--- src/rtl/instruction_encoder.sv ---
// Encodes decoded instruction fields into MIPS words with byte addresses for the instruction memory.
// Optional sticky illegal-kind flag enabled by defining ENC_ERR_EN.
module instruction_encoder #(
  parameter logic [31:0] BASE_ADDR = 32'h0000_0000,
  parameter int unsigned DEPTH     = 256
) (
  input  logic        clk,
  input  logic        reset,
  input  logic        start,
  input  logic        in_valid,
  output logic        in_ready,
  input  logic [3:0]  kind,
  input  logic [4:0]  rs,
  input  logic [4:0]  rt,
  input  logic [4:0]  rd,
  input  logic [15:0] imm16,
  input  logic [25:0] target,
  output logic        out_valid,
  input  logic        out_ready,
  output logic [31:0] out_word,
  output logic [31:0] out_addr,
  output logic        full,
  output logic        err
);

  localparam int unsigned CW = $clog2(DEPTH + 1);

  typedef enum logic {
    ST_EMPTY,
    ST_FULL_REG
  } state_e;

  typedef enum logic [3:0] {
    K_ADD  = 4'd0,
    K_SUB  = 4'd1,
    K_SLT  = 4'd2,
    K_JR   = 4'd3,
    K_ADDI = 4'd4,
    K_LW   = 4'd5,
    K_SW   = 4'd6,
    K_BNE  = 4'd7,
    K_J    = 4'd8,
    K_JAL  = 4'd9
  } kind_e;

  state_e        state_q, state_d;
  logic [31:0]   word_q, word_d;
  logic [31:0]   addr_q, addr_d;
  logic [CW-1:0] count_q, count_d;
  logic          full_q, full_d;

  logic [31:0]   enc_word;
  logic [CW-1:0] cnt_base;
  logic [CW-1:0] cnt_inc;
  logic          in_xfer;
  logic          out_xfer;

  always_comb begin
    enc_word = '0;
    case (kind)
      K_ADD:  enc_word = {6'b000000, rs, rt, rd, 5'b00000, 6'b100000};
      K_SUB:  enc_word = {6'b000000, rs, rt, rd, 5'b00000, 6'b100010};
      K_SLT:  enc_word = {6'b000000, rs, rt, rd, 5'b00000, 6'b101010};
      K_JR:   enc_word = {6'b000000, rs, 5'b00000, 5'b00000, 5'b00000, 6'b001000};
      K_ADDI: enc_word = {6'b001000, rs, rt, imm16};
      K_LW:   enc_word = {6'b100011, rs, rt, imm16};
      K_SW:   enc_word = {6'b101011, rs, rt, imm16};
      K_BNE:  enc_word = {6'b000101, rs, rt, imm16};
      K_J:    enc_word = {6'b000010, target};
      K_JAL:  enc_word = {6'b000011, target};
      default: enc_word = '0;
    endcase
  end

  assign out_valid = (state_q == ST_FULL_REG);
  assign in_ready  = !full_q && (state_q == ST_EMPTY || out_ready);
  assign in_xfer   = in_valid && in_ready;
  assign out_xfer  = out_valid && out_ready;

  // start clears the counter before a same-cycle accepted bundle takes its address
  assign cnt_base = start ? '0 : count_q;
  assign cnt_inc  = cnt_base + CW'(1);

  always_comb begin
    state_d = state_q;
    word_d  = word_q;
    addr_d  = addr_q;
    count_d = cnt_base;
    full_d  = start ? 1'b0 : full_q;
    if (in_xfer) begin
      state_d = ST_FULL_REG;
      word_d  = enc_word;
      addr_d  = BASE_ADDR + (32'(cnt_base) << 2);
      count_d = cnt_inc;
      if (cnt_inc == CW'(DEPTH)) begin
        full_d = 1'b1;
      end
    end else if (out_xfer) begin
      state_d = ST_EMPTY;
    end
  end

  always_ff @(posedge clk) begin
    if (reset) begin
      state_q <= ST_EMPTY;
      word_q  <= '0;
      addr_q  <= BASE_ADDR;
      count_q <= '0;
      full_q  <= 1'b0;
    end else begin
      state_q <= state_d;
      word_q  <= word_d;
      addr_q  <= addr_d;
      count_q <= count_d;
      full_q  <= full_d;
    end
  end

  assign out_word = word_q;
  assign out_addr = addr_q;
  assign full     = full_q;

`ifdef ENC_ERR_EN
  logic err_q, err_d;

  always_comb begin
    err_d = start ? 1'b0 : err_q;
    if (in_xfer && kind > 4'd9) begin
      err_d = 1'b1;
    end
  end

  always_ff @(posedge clk) begin
    if (reset) begin
      err_q <= 1'b0;
    end else begin
      err_q <= err_d;
    end
  end

  assign err = err_q;
`else
  assign err = 1'b0;
`endif

endmodule

--- config.mk ---
export PLATFORM = sky130hd
export DESIGN_NAME = instruction_encoder
export DESIGN_NICKNAME = d
export VERILOG_FILES = /design/src/rtl/instruction_encoder.sv
export SDC_FILE = /design/constraint.sdc
export NUM_CORES = 1
export LEC_CHECK = 0
export ABC_AREA = 1
export CAP_MARGIN = 20
export CORE_AREA = 8 8 91 93
export CTS_CLUSTER_DIAMETER = 60
export DETAILED_ROUTE_END_ITERATION = 7
export DIE_AREA = 0 0 99 101
export PLACE_DENSITY_LB_ADDON = 0.3
export REMOVE_ABC_BUFFERS = 1
export SETUP_SLACK_MARGIN = 0.2
export SYNTH_ARGS = -nofsm -noshare
export SYNTH_HDL_FRONTEND = slang
export SYNTH_SLANG_ARGS = --single-unit
--- constraint.sdc ---
create_clock -name clk -period 4.6 [get_ports clk]
set_input_delay 1.15 -clock clk [delete_from_list [all_inputs] [get_ports clk]]
set_output_delay 1.15 -clock clk [all_outputs]
set_load 0.01 [all_outputs]
==> flow_summary_export.csv <==
group,metric,value,unit
routing,drtIter0Drc,98,
routing,wl,7.62,mm
logic_synthesis,ys.warnings.count,0,
routing,via_per_inst,4.76,
place,post-dp-hpwl,5.62,mm
clock_tree,cts_max_level,2,
power_and_ir_drop,fin_total_pwr,999,uW
finish,antenna-diode-count,0,
clock_tree,cts_hold_buffers,0,
timing,fin_crit,3.51,ns
logic_synthesis,yosys.area.top_type_share,38.6,%
logic_synthesis,synth_cell_types,27,
floorplan,die-area,0.0100,mm^2
timing,slew_headroom,32.1,%
worst_hold_path,hold_depth,2,
global_routing,grt_overflow,0,
logic_synthesis,syn_area,0.00264,mm^2
global_routing,grt_max_degree,53,
logic_synthesis,synth.avg_cell_area,7.08,um^2
place,globalplace.congestion,0.838,
outcome,status,"completed",
clock_tree,post-cts-setup-buffers,0,
critical_path,worstSetupPathType,"input port to primary output",
global_routing,track_usage,15.3,%
clock_tree,cts_tree,"built",
global_routing,antenna_found_initial,0,
timing,tns,0,ns
routing,vias,2639,
floorplan,initial_utilization,38.1,%
clock_tree,cts_num_sinks,51,
critical_path,critical_path.max_fanout,2,
logic_synthesis,synth_top_area_cell,"dfxtp_1",
logic_synthesis,synthTopCellsByArea,"dfxtp_1 (39%), nand2_1 (16%), a21oi_1 (8.9%), buf_4 (7.4%), o21ai_0 (4.4%)",
logic_synthesis,synth_seq_cells,51,
clock_tree,cts_resized,0,
floorplan,rows,31,
timing,fmax,285,MHz
timing,fin_crit_sh,76.4,%
clock_tree,insertion_delay,0.30,ns
critical_path,critPathArrivalTime,2.36,ns
timing,finalHoldViolCount,0,
run,maxCapViolCount,0,
clock_tree,clockBufferDepth,2,
power_and_ir_drop,p_leak,1.54,nW
timing,rsz0062_at_grt,"false",
floorplan,design.core.area,0.00694,mm^2
power_and_ir_drop,p_per_area,266,mW/mm^2
timing,clock_skew,0.0117,ns
finish,area_growth,42.2,%
finish,stdcell_area,0.00376,mm^2
place,placed_area,0.00364,mm^2
critical_path,end_kind,"primary output",
clock_tree,cts-root-buf,"clkbuf_8",
logic_synthesis,synth_seq_area_share,38.6,%
logic_synthesis,synthesis.instances,373,
global_routing,grt_pass1_vias,2635,
floorplan,io_pins,134,
critical_path,r2r_cells,9,
critical_path,critPathLaunchType,"input port",
timing,tightest_slew,1.02,ns
global_routing,grt_pass1_wl,12.5,mm
finish,final_nets,539,
floorplan,dieWidth,99,um
power_and_ir_drop,irDropWorstVdd,116,uV
finish,fill_cells,691,
finish,drive_above_1_share,5.72,%
clock_tree,cts_buffers,5,
worst_hold_path,hp-class,"flop to flop",
critical_path,crit_required,3.45,ns
routing,ant_nets,0,
place,portBuffers,108,
clock_tree,clk_pin_slew,0.08,ns
floorplan,die_h,101,um
timing,slew_violations,0,
timing,setup_viol,0,
routing,first_pass_iters,4,
routing,route.detailed.drc,0,
routing,wl_per_cell,13.7,um
[layout make-up]
class / instances / area (um^2) / area share [%]
clock inverter: 2 / 35.0 / 0.932
inverter: 30 / 113 / 3.00
sequential: 51 / 1020 / 27.2
tap: 82 / 103 / 2.73
clock buffer: 6 / 82.6 / 2.20
timing repair buffer: 110 / 1100 / 29.2
multi-input combinational: 273 / 1310 / 34.8
[worst max-delay path, stage by stage]
cell             delay [ns]
clkdlybuf4s50_1        0.45
inv_1                  0.03
nand2_1                0.06
inv_2                  0.05
nor2_4                 0.08
clkdlybuf4s50_1        0.54
[through the flow]
| stage | worst slack [ns] | cells | hold WS, ns | utilization (%) |
|---|---|---|---|---|
| CTS | 1.08 | 554 | 0.471 | 54.1 |
| global route | 1.03 | 554 | 0.486 | 54.1 |
| finish | 1.09 | 554 | 0.467 | 54.1 |
| global placement | 1.09 | 546 | 0.452 | 52.4 |
| detailed placement | 1.08 | 546 | 0.457 | 52.4 |
| floorplan | 1.88 | 354 | 0.481 | - |
[cells in the mapped netlist]
cell type  instances
a21oi_1           47
a21oi_2            3
a22o_1            13
a22oi_1            5
buf_2              7
buf_4             26
buf_6              3
clkbuf_1           7
conb_1             1
dfxtp_1           51
ha_1               2
inv_1             24
inv_2              6
nand2_1          112
nand2_2            2
nand3_1           14
nand3_2            2
nand3b_1           1
nand4_1            3
nor2_1            14
nor2_2             2
nor2_4             1
nor3_4             1
o211ai_1           1
o21ai_0           23
o21ai_1            1
o21bai_1           1
[sequential cells by signal, summed over array words and instances (netlist names)]
| signal | flops |
|---|---|
| count_q | 9 |
| out_valid | 1 |
| out_word | 31 |
| full | 1 |
| out_addr | 9 |
[logic make-up after synthesis]
| kind of cell | Yosys count | share of synthesized area [%] |
|---|---|---|
| flip-flops | 51 | 38.6 |
| AND/OR/NAND/NOR | 152 | 24.3 |
| buffers and inverters | 73 | 15.2 |
| AO/OA/AOI/OAI | 94 | 20.7 |
| other | 1 | 0.142 |
| adder cells (fa/ha/maj) | 2 | 0.947 |
[final timing paths]
kind / slack [ns] / endpoint / from
max reg2reg: 2.90 / full / out_valid
min reg2reg: 0.47 / out_word[4] / out_word[4]
min: 0.47 / out_word[4] / out_word[4]
max: 1.09 / in_ready / out_ready
[where the power goes]
part	leakage [nW]	total (mW)	switching, mW	internal [mW]
combinational	1.07	0.206	0.0999	0.106
clock	0.0612	0.318	0.142	0.176
sequential	0.417	0.475	0.0125	0.463
[cell usage in the layout, fill, tap and decap left out, types with 2 or more instances in the layout]
| cell | instances |
|---|---|
| a22o_1 | 13 |
| nand2_2 | 2 |
| conb_1 | 25 |
| buf_4 | 2 |
| a21oi_2 | 3 |
| ha_1 | 2 |
| nand4_1 | 3 |
| inv_2 | 6 |
| nor2_2 | 2 |
| a22oi_1 | 5 |
| nand2_1 | 112 |
| a21oi_1 | 47 |
| o21ai_0 | 23 |
| dfxtp_1 | 51 |
| inv_1 | 24 |
| clkdlybuf4s50_1 | 108 |
| nand3_2 | 2 |
| nor2_1 | 14 |
| clkbuf_8 | 6 |
| nand3_1 | 14 |
[per-layer routing]
layer,global-route usage (%),up-vias,routed length [um]
met5,0,-,0
met3,8.49,5,897
li1,-,1363,-
met1,16.2,1175,3040
met2,25.8,96,3610
met4,3.90,0,61
(Power assumes the default switching activity.)
